<file path="src/rtl/melody_player.sv">
`default_nettype none
// ============================================================================
// Module      : melody_player
// Description : Steps through a fixed 14-note melody held in an internal ROM.
//               Each note drives a nonzero tone divider for beats*BEAT_CYCLES
//               cycles and is followed by GAP_CYCLES cycles of silence
//               (note_div = 0). note_div feeds the note generator's divider.
// Ports       : clk      - only clock
//               rst      - asynchronous reset, active low
//               start    - begin playback (sampled only while idle)
//               abort    - stop playback at the next edge, from any state
//               note_div - divider for the current tone, 0 = silence
//               note_idx - ROM index of the current note (0..13)
//               busy     - high while playing a note or its gap
//               done     - one-cycle pulse when the melody completes
// Options     : MELODY_LOOP_EN - when defined, playback wraps from the last
//               note back to the first; done is never asserted.
// Revision    : 1.0 - initial release
// ============================================================================
module melody_player #(
    parameter int BEAT_CYCLES = 25_000_000,
    parameter int GAP_CYCLES  = 1_000_000
) (
    input  logic        clk,
    input  logic        rst,
    input  logic        start,
    input  logic        abort,
    output logic [21:0] note_div,
    output logic [3:0]  note_idx,
    output logic        busy,
    output logic        done
);

    // One cycle counter is shared by PLAY and GAP, so it is sized for the
    // larger of the two periods.
    localparam int c_CNT_MAX = (BEAT_CYCLES > GAP_CYCLES) ? BEAT_CYCLES : GAP_CYCLES;
    localparam int c_CNT_W   = (c_CNT_MAX > 1) ? $clog2(c_CNT_MAX) : 1;
    localparam logic [c_CNT_W-1:0] c_BEAT_LAST = c_CNT_W'(BEAT_CYCLES - 1);
    localparam logic [c_CNT_W-1:0] c_GAP_LAST  = c_CNT_W'(GAP_CYCLES - 1);
    localparam logic [3:0]         c_LAST_IDX  = 4'd13;

    typedef enum logic [1:0] {
        ST_IDLE = 2'd0,
        ST_PLAY = 2'd1,
        ST_GAP  = 2'd2,
        ST_DONE = 2'd3
    } state_t;

    // Melody ROM, split into tone code and beat count.
    function automatic logic [2:0] rom_code(input logic [3:0] idx);
        case (idx)
            4'd0, 4'd1, 4'd13:   rom_code = 3'd1;   // C
            4'd2, 4'd3, 4'd6:    rom_code = 3'd5;   // G
            4'd4, 4'd5:          rom_code = 3'd6;   // A
            4'd7, 4'd8:          rom_code = 3'd4;   // F
            4'd9, 4'd10:         rom_code = 3'd3;   // E
            4'd11, 4'd12:        rom_code = 3'd2;   // D
            default:             rom_code = 3'd0;   // rest
        endcase
    endfunction

    function automatic logic [1:0] rom_beats(input logic [3:0] idx);
        case (idx)
            4'd6, 4'd13: rom_beats = 2'd2;
            default:     rom_beats = 2'd1;
        endcase
    endfunction

    function automatic logic [21:0] code_to_div(input logic [2:0] code);
        case (code)
            3'd1:    code_to_div = 22'd95420;
            3'd2:    code_to_div = 22'd85034;
            3'd3:    code_to_div = 22'd75758;
            3'd4:    code_to_div = 22'd71633;
            3'd5:    code_to_div = 22'd63776;
            3'd6:    code_to_div = 22'd56818;
            3'd7:    code_to_div = 22'd50607;
            default: code_to_div = 22'd0;
        endcase
    endfunction

    state_t               r_state;
    state_t               w_state_next;
    logic [c_CNT_W-1:0]   r_cyc;
    logic [c_CNT_W-1:0]   w_cyc_next;
    logic [1:0]           r_beat;
    logic [1:0]           w_beat_next;
    logic [21:0]          r_note_div;
    logic [21:0]          w_div_next;
    logic [3:0]           r_note_idx;
    logic [3:0]           w_idx_next;
    logic                 r_busy;
    logic                 w_busy_next;
    logic                 r_done;
    logic                 w_done_next;

    logic [1:0]           w_cur_beats;
    logic [3:0]           w_nxt_idx;
    logic [21:0]          w_nxt_div;
    logic [21:0]          w_first_div;
    logic                 w_last_beat;

    assign w_cur_beats = rom_beats(r_note_idx);
    assign w_nxt_idx   = (r_note_idx == c_LAST_IDX) ? 4'd0 : r_note_idx + 4'd1;
    assign w_nxt_div   = code_to_div(rom_code(w_nxt_idx));
    assign w_first_div = code_to_div(rom_code(4'd0));
    // True on the final beat of the current note (beat counter about to reach
    // the note's beat count).
    assign w_last_beat = ({1'b0, r_beat} + 3'd1) == {1'b0, w_cur_beats};

    always_ff @(posedge clk or negedge rst) begin
        if (!rst) begin
            r_state    <= ST_IDLE;
            r_cyc      <= '0;
            r_beat     <= '0;
            r_note_div <= '0;
            r_note_idx <= '0;
            r_busy     <= 1'b0;
            r_done     <= 1'b0;
        end else begin
            r_state    <= w_state_next;
            r_cyc      <= w_cyc_next;
            r_beat     <= w_beat_next;
            r_note_div <= w_div_next;
            r_note_idx <= w_idx_next;
            r_busy     <= w_busy_next;
            r_done     <= w_done_next;
        end
    end

    always_comb begin
        w_state_next = r_state;
        w_cyc_next   = r_cyc;
        w_beat_next  = r_beat;
        w_div_next   = r_note_div;
        w_idx_next   = r_note_idx;

        if (abort) begin
            w_state_next = ST_IDLE;
            w_cyc_next   = '0;
            w_beat_next  = '0;
            w_div_next   = '0;
            w_idx_next   = '0;
        end else begin
            case (r_state)
                ST_IDLE: begin
                    w_cyc_next  = '0;
                    w_beat_next = '0;
                    w_div_next  = '0;
                    w_idx_next  = '0;
                    if (start) begin
                        w_state_next = ST_PLAY;
                        w_div_next   = w_first_div;
                    end
                end
                ST_PLAY: begin
                    if (r_cyc == c_BEAT_LAST) begin
                        w_cyc_next = '0;
                        if (w_last_beat) begin
                            w_state_next = ST_GAP;
                            w_beat_next  = '0;
                            w_div_next   = '0;
                        end else begin
                            w_beat_next = r_beat + 2'd1;
                        end
                    end else begin
                        w_cyc_next = r_cyc + 1'b1;
                    end
                end
                ST_GAP: begin
                    if (r_cyc == c_GAP_LAST) begin
                        w_cyc_next  = '0;
                        w_beat_next = '0;
`ifdef MELODY_LOOP_EN
                        w_state_next = ST_PLAY;
                        w_idx_next   = w_nxt_idx;
                        w_div_next   = w_nxt_div;
`else
                        if (r_note_idx == c_LAST_IDX) begin
                            w_state_next = ST_DONE;
                        end else begin
                            w_state_next = ST_PLAY;
                            w_idx_next   = w_nxt_idx;
                            w_div_next   = w_nxt_div;
                        end
`endif
                    end else begin
                        w_cyc_next = r_cyc + 1'b1;
                    end
                end
                ST_DONE: begin
                    // note_idx holds 13 during the done pulse, then clears.
                    w_state_next = ST_IDLE;
                    w_cyc_next   = '0;
                    w_beat_next  = '0;
                    w_div_next   = '0;
                    w_idx_next   = '0;
                end
                default: begin
                    w_state_next = ST_IDLE;
                    w_cyc_next   = '0;
                    w_beat_next  = '0;
                    w_div_next   = '0;
                    w_idx_next   = '0;
                end
            endcase
        end

        // Status flags are registered views of the state being entered.
        w_busy_next = (w_state_next == ST_PLAY) || (w_state_next == ST_GAP);
        w_done_next = (w_state_next == ST_DONE);
    end

    assign note_div = r_note_div;
    assign note_idx = r_note_idx;
    assign busy     = r_busy;
    assign done     = r_done;

endmodule
`default_nettype wire

</file>
<file path="config.mk">
export PLATFORM = sky130hd
export DESIGN_NAME = melody_player
export DESIGN_NICKNAME = d
export VERILOG_FILES = /design/src/rtl/melody_player.sv
export SDC_FILE = /design/constraint.sdc
export NUM_CORES = 1
export LEC_CHECK = 0
export ABC_AREA = 1
export BUFFER_PORTS_ARGS = -buffer_cell sky130_fd_sc_hd__buf_2
export CAP_MARGIN = 25
export CORE_MARGIN = 2
export CORE_UTILIZATION = 60
export DETAILED_ROUTE_END_ITERATION = 16
export PLACE_DENSITY_LB_ADDON = 0.12
export SLEW_MARGIN = 20
export SYNTH_ARGS = -nofsm -noshare
export SYNTH_HDL_FRONTEND = slang
export SYNTH_SLANG_ARGS = --single-unit
export TNS_END_PERCENT = 5
</file>
<file path="constraint.sdc">
create_clock -name clk -period 2.74 [get_ports clk]
set_input_delay 0.137 -clock clk [delete_from_list [all_inputs] [get_ports clk]]
set_output_delay 0.137 -clock clk [all_outputs]
set_load 0.03 [all_outputs]
</file>
==> results.json <==
{
  "outcome": "complete, no violations",
  "drt_pass1_iterations": 5,
  "fillerInstances": 500,
  "cts_inserted_buffers": 5,
  "slew-limit-headroom": 0.592,
  "cts.htree.levels": 2,
  "pwr-share-clk": 0.295,
  "design.die.area_mm2": 0.00616,
  "finalWirelength_mm": 7.24,
  "num_antenna_cells": 0,
  "synth_edf_count": 0,
  "yosysSeqAreaShare": 0.391,
  "cell_internal_pwr_mw": 1.04,
  "grt_setup_unrepaired": "no",
  "total_switching_power_mw": 0.463,
  "die_w_um": 78.5,
  "std_cell_rows": 27,
  "switching_share": 0.308,
  "max_clock_freq_ghz": 0.456,
  "final_layout_size_suffix_gt1_frac": 0.141,
  "drcViolationCount": 0,
  "insertion_delay_ns": 0.31,
  "fin_tns_setup_ns": 0,
  "peak_vdd_ir_mv": 0.185,
  "synth_common_cells": "160 x nand2_1, 53 x nor2_1, 52 x dfrtp_1, 42 x inv_1, 33 x nand3_1",
  "buffers_inserted_by_post_cts_timing_repair": 0,
  "transition_time_at_the_pin_with_the_least_slew_margin_ns": 0.612,
  "grt_util_all_layers": 0.252,
  "clock_tree_from_tritoncts": "built",
  "synth_flop_cell": "dfrtp_1",
  "antenna_found_initial": 0,
  "worst_ep_required_time_ns": 2.95,
  "mapped_area_mm2": 0.00333,
  "synth.most_common_cell": "nand2_1",
  "timing.critical_path.fanout_max": 5,
  "number_of_nets_in_the_finished_design": 512,
  "synth_cell_type_count": 35,
  "fin_util": 0.660,
  "place.gp.congestion": 0.955,
  "finalHoldViolations": 0,
  "drt-wirelength-per-cell_um": 12.6,
  "areaGrowthSynthToFinish_pct": 7.74,
  "worst-endpoint-arrival_ns": 2.40,
  "via_count": 3055,
  "core_area_mm2": 0.00544,
  "fin_skew_ns": 0.00852,
  "ys_ff_latch": 52,
  "cts_root_buffer": "clkbuf_8",
  "timing.setup.critical_path_class": "reg2reg",
  "largest_net_degree_at_the_start_of_global_routing": 29,
  "worst_setup_path_start_kind": "flop",
  "cts_resized": 0,
  "hpwl_mm": 5.51,
  "number_of_global_route_vias_before_repair": 2707,
  "synth_top_cells_by_area": "dfrtp_1 39%, nand2_1 18%, nor2_1 6.0%",
  "layoutNonFillerInstCount": 574,
  "finalMaxSlewViolations": 0,
  "ioPinCount": 32,
  "holdWs_ns": 0.101,
  "placement.io_buffers": 26,
  "postLayoutCellArea_mm2": 0.00359,
  "final.period_utilization": 0.800,
  "combinationalPowerShare": 0.162,
  "cap_violations": 0,
  "synth-warning-count": 0,
  "synthesis.instances": 476,
  "die-height_um": 78.5,
  "timing.final.setup_violations": 0,
  "route.detailed.vias_per_inst": 5.32,
  "starting_density_of_the_core": 0.612,
  "post-synth-top-area-cell": "dfrtp_1",
  "netlist.area_leader.share": 0.391,
  "synth_async_sr_flop_share": 1.00,
  "cts.sink_count": 52,
  "final.min_clock_period_ns": 2.19,
  "syn-mean-instance-area_um2": 6.99,
  "drt.antenna.violating_nets": 0,
  "placedCellCount": 565,
  "dpl_cell_area_mm2": 0.00349,
  "ff_to_ff_setup_slack_ns": 0.55,
  "grt_first_pass_wirelength_mm": 12.4,
  "holdCritPathClass": "in2reg",
  "setup.worst_path.end_class": "flop",
  "drt_iter0_drc": 218,
  "path_clk_slew_ns": 0.10,
  "power.density_mw_per_mm2": 419,
  "clk_path_buf_depth": 2,
  "gr-total-overflow": 0,
  "p_seq_frac": 0.543,
  "leakage_nw": 1.78
}
-- power by group through the flow --
| stage | Clock, mW | Combinational [mW] | Sequential (mW) |
|---|---|---|---|
| final | 0.444 | 0.244 | 0.816 |
| after global routing | 0.492 | 0.274 | 0.821 |
| after CTS | 0.462 | 0.246 | 0.816 |
| after detailed placement | 0 | 0.244 | 0.831 |
| after global placement | 0 | 0.240 | 0.831 |
| after floorplan | 0 | 0.142 | 0.873 |
-- worst paths after layout --
check                               end    startpoint  cells past startpoint
max in group asynchronous   note_div[8]           rst                      3
min                           r_cyc[23]         abort                      2
max                                busy      r_cyc[0]                     12
min reg2reg                note_div[12]  note_div[12]                      2
max reg2reg                        busy      r_cyc[0]                     12
min in group asynchronous      r_cyc[8]           rst                      2
-- sequential cells by signal (all words and copies together), names as in the netlist --
name,flops
note_div,17
r_beat,2
busy,1
r_cyc,25
r_state,2
note_idx,4
done,1
-- cells in the final DEF (no fill, tap or decap), types with 2 or more instances in the layout --
cell type  instances
a21oi_1           10
a31oi_1            2
buf_2             26
buf_4              2
clkbuf_8           5
conb_1             5
dfrtp_1           52
ha_1               7
inv_1             42
inv_2             12
nand2_1          160
nand2_2            5
nand3_1           33
nand3_2            4
nand4_1           13
nor2_1            53
nor2_2             4
nor3_1            14
nor3b_1            6
nor3b_2            2
nor4_1             3
o21ai_0           15
o21ai_1            3
or2_2              3
xor2_1             8
-- stage by stage --
step	power [mW]	setup WS, ns
after floorplan	1.02	0.849
after global placement	1.07	0.674
after detailed placement	1.08	0.589
after CTS	1.52	0.553
after global routing	1.59	0.343
final	1.50	0.548
-- layout make-up --
class                           count  area, µm²  share of cell area
Inverter                           55        209              0.0582
Clock inverter                      3       21.3             0.00593
Timing Repair Buffer               29        155              0.0433
Clock buffer                        5       68.8              0.0192
Sequential cell                    52       1300               0.363
Tap cell                           72       90.1              0.0251
Multi-Input combinational cell    358       1740               0.486
-- worst max-delay path, cell delays in order (launching register included) --
cell and delay, ns:
dfrtp_1 0.43, ha_1 0.24, nand3_2 0.13, nor3_1 0.27, nand3_1 0.17, nor2_1 0.19
nand2_1 0.09, nand2_1 0.06, nand2_1 0.05, nand2_1 0.07, nand2_1 0.05, nand2_1 0.09
ha_1 0.23
-- cell families after synthesis --
group	after synthesis	synth area share
other	1	0.00113
AO/OA/AOI/OAI	32	0.0504
flip-flops	52	0.391
buffers and inverters	70	0.0906
AND/OR/NAND/NOR	306	0.420
XOR/XNOR	8	0.0210
adder cells (fa/ha/maj)	7	0.0263
-- repair_timing --
action / CTS / global route
hold buffers: 1 / 0
endpoints found under the setup margin: 0 / 0
hold endpoints to repair: 27 / 0
-- routing by layer --
layer	vias to the layer above	GRT usage	routed length (µm)
met5	-	0	0
met4	0	0.0649	82
met3	9	0.0414	394
met2	96	0.371	3080
met1	1401	0.387	3690
li1	1549	-	-
Power figures use the tool's default switching activity.
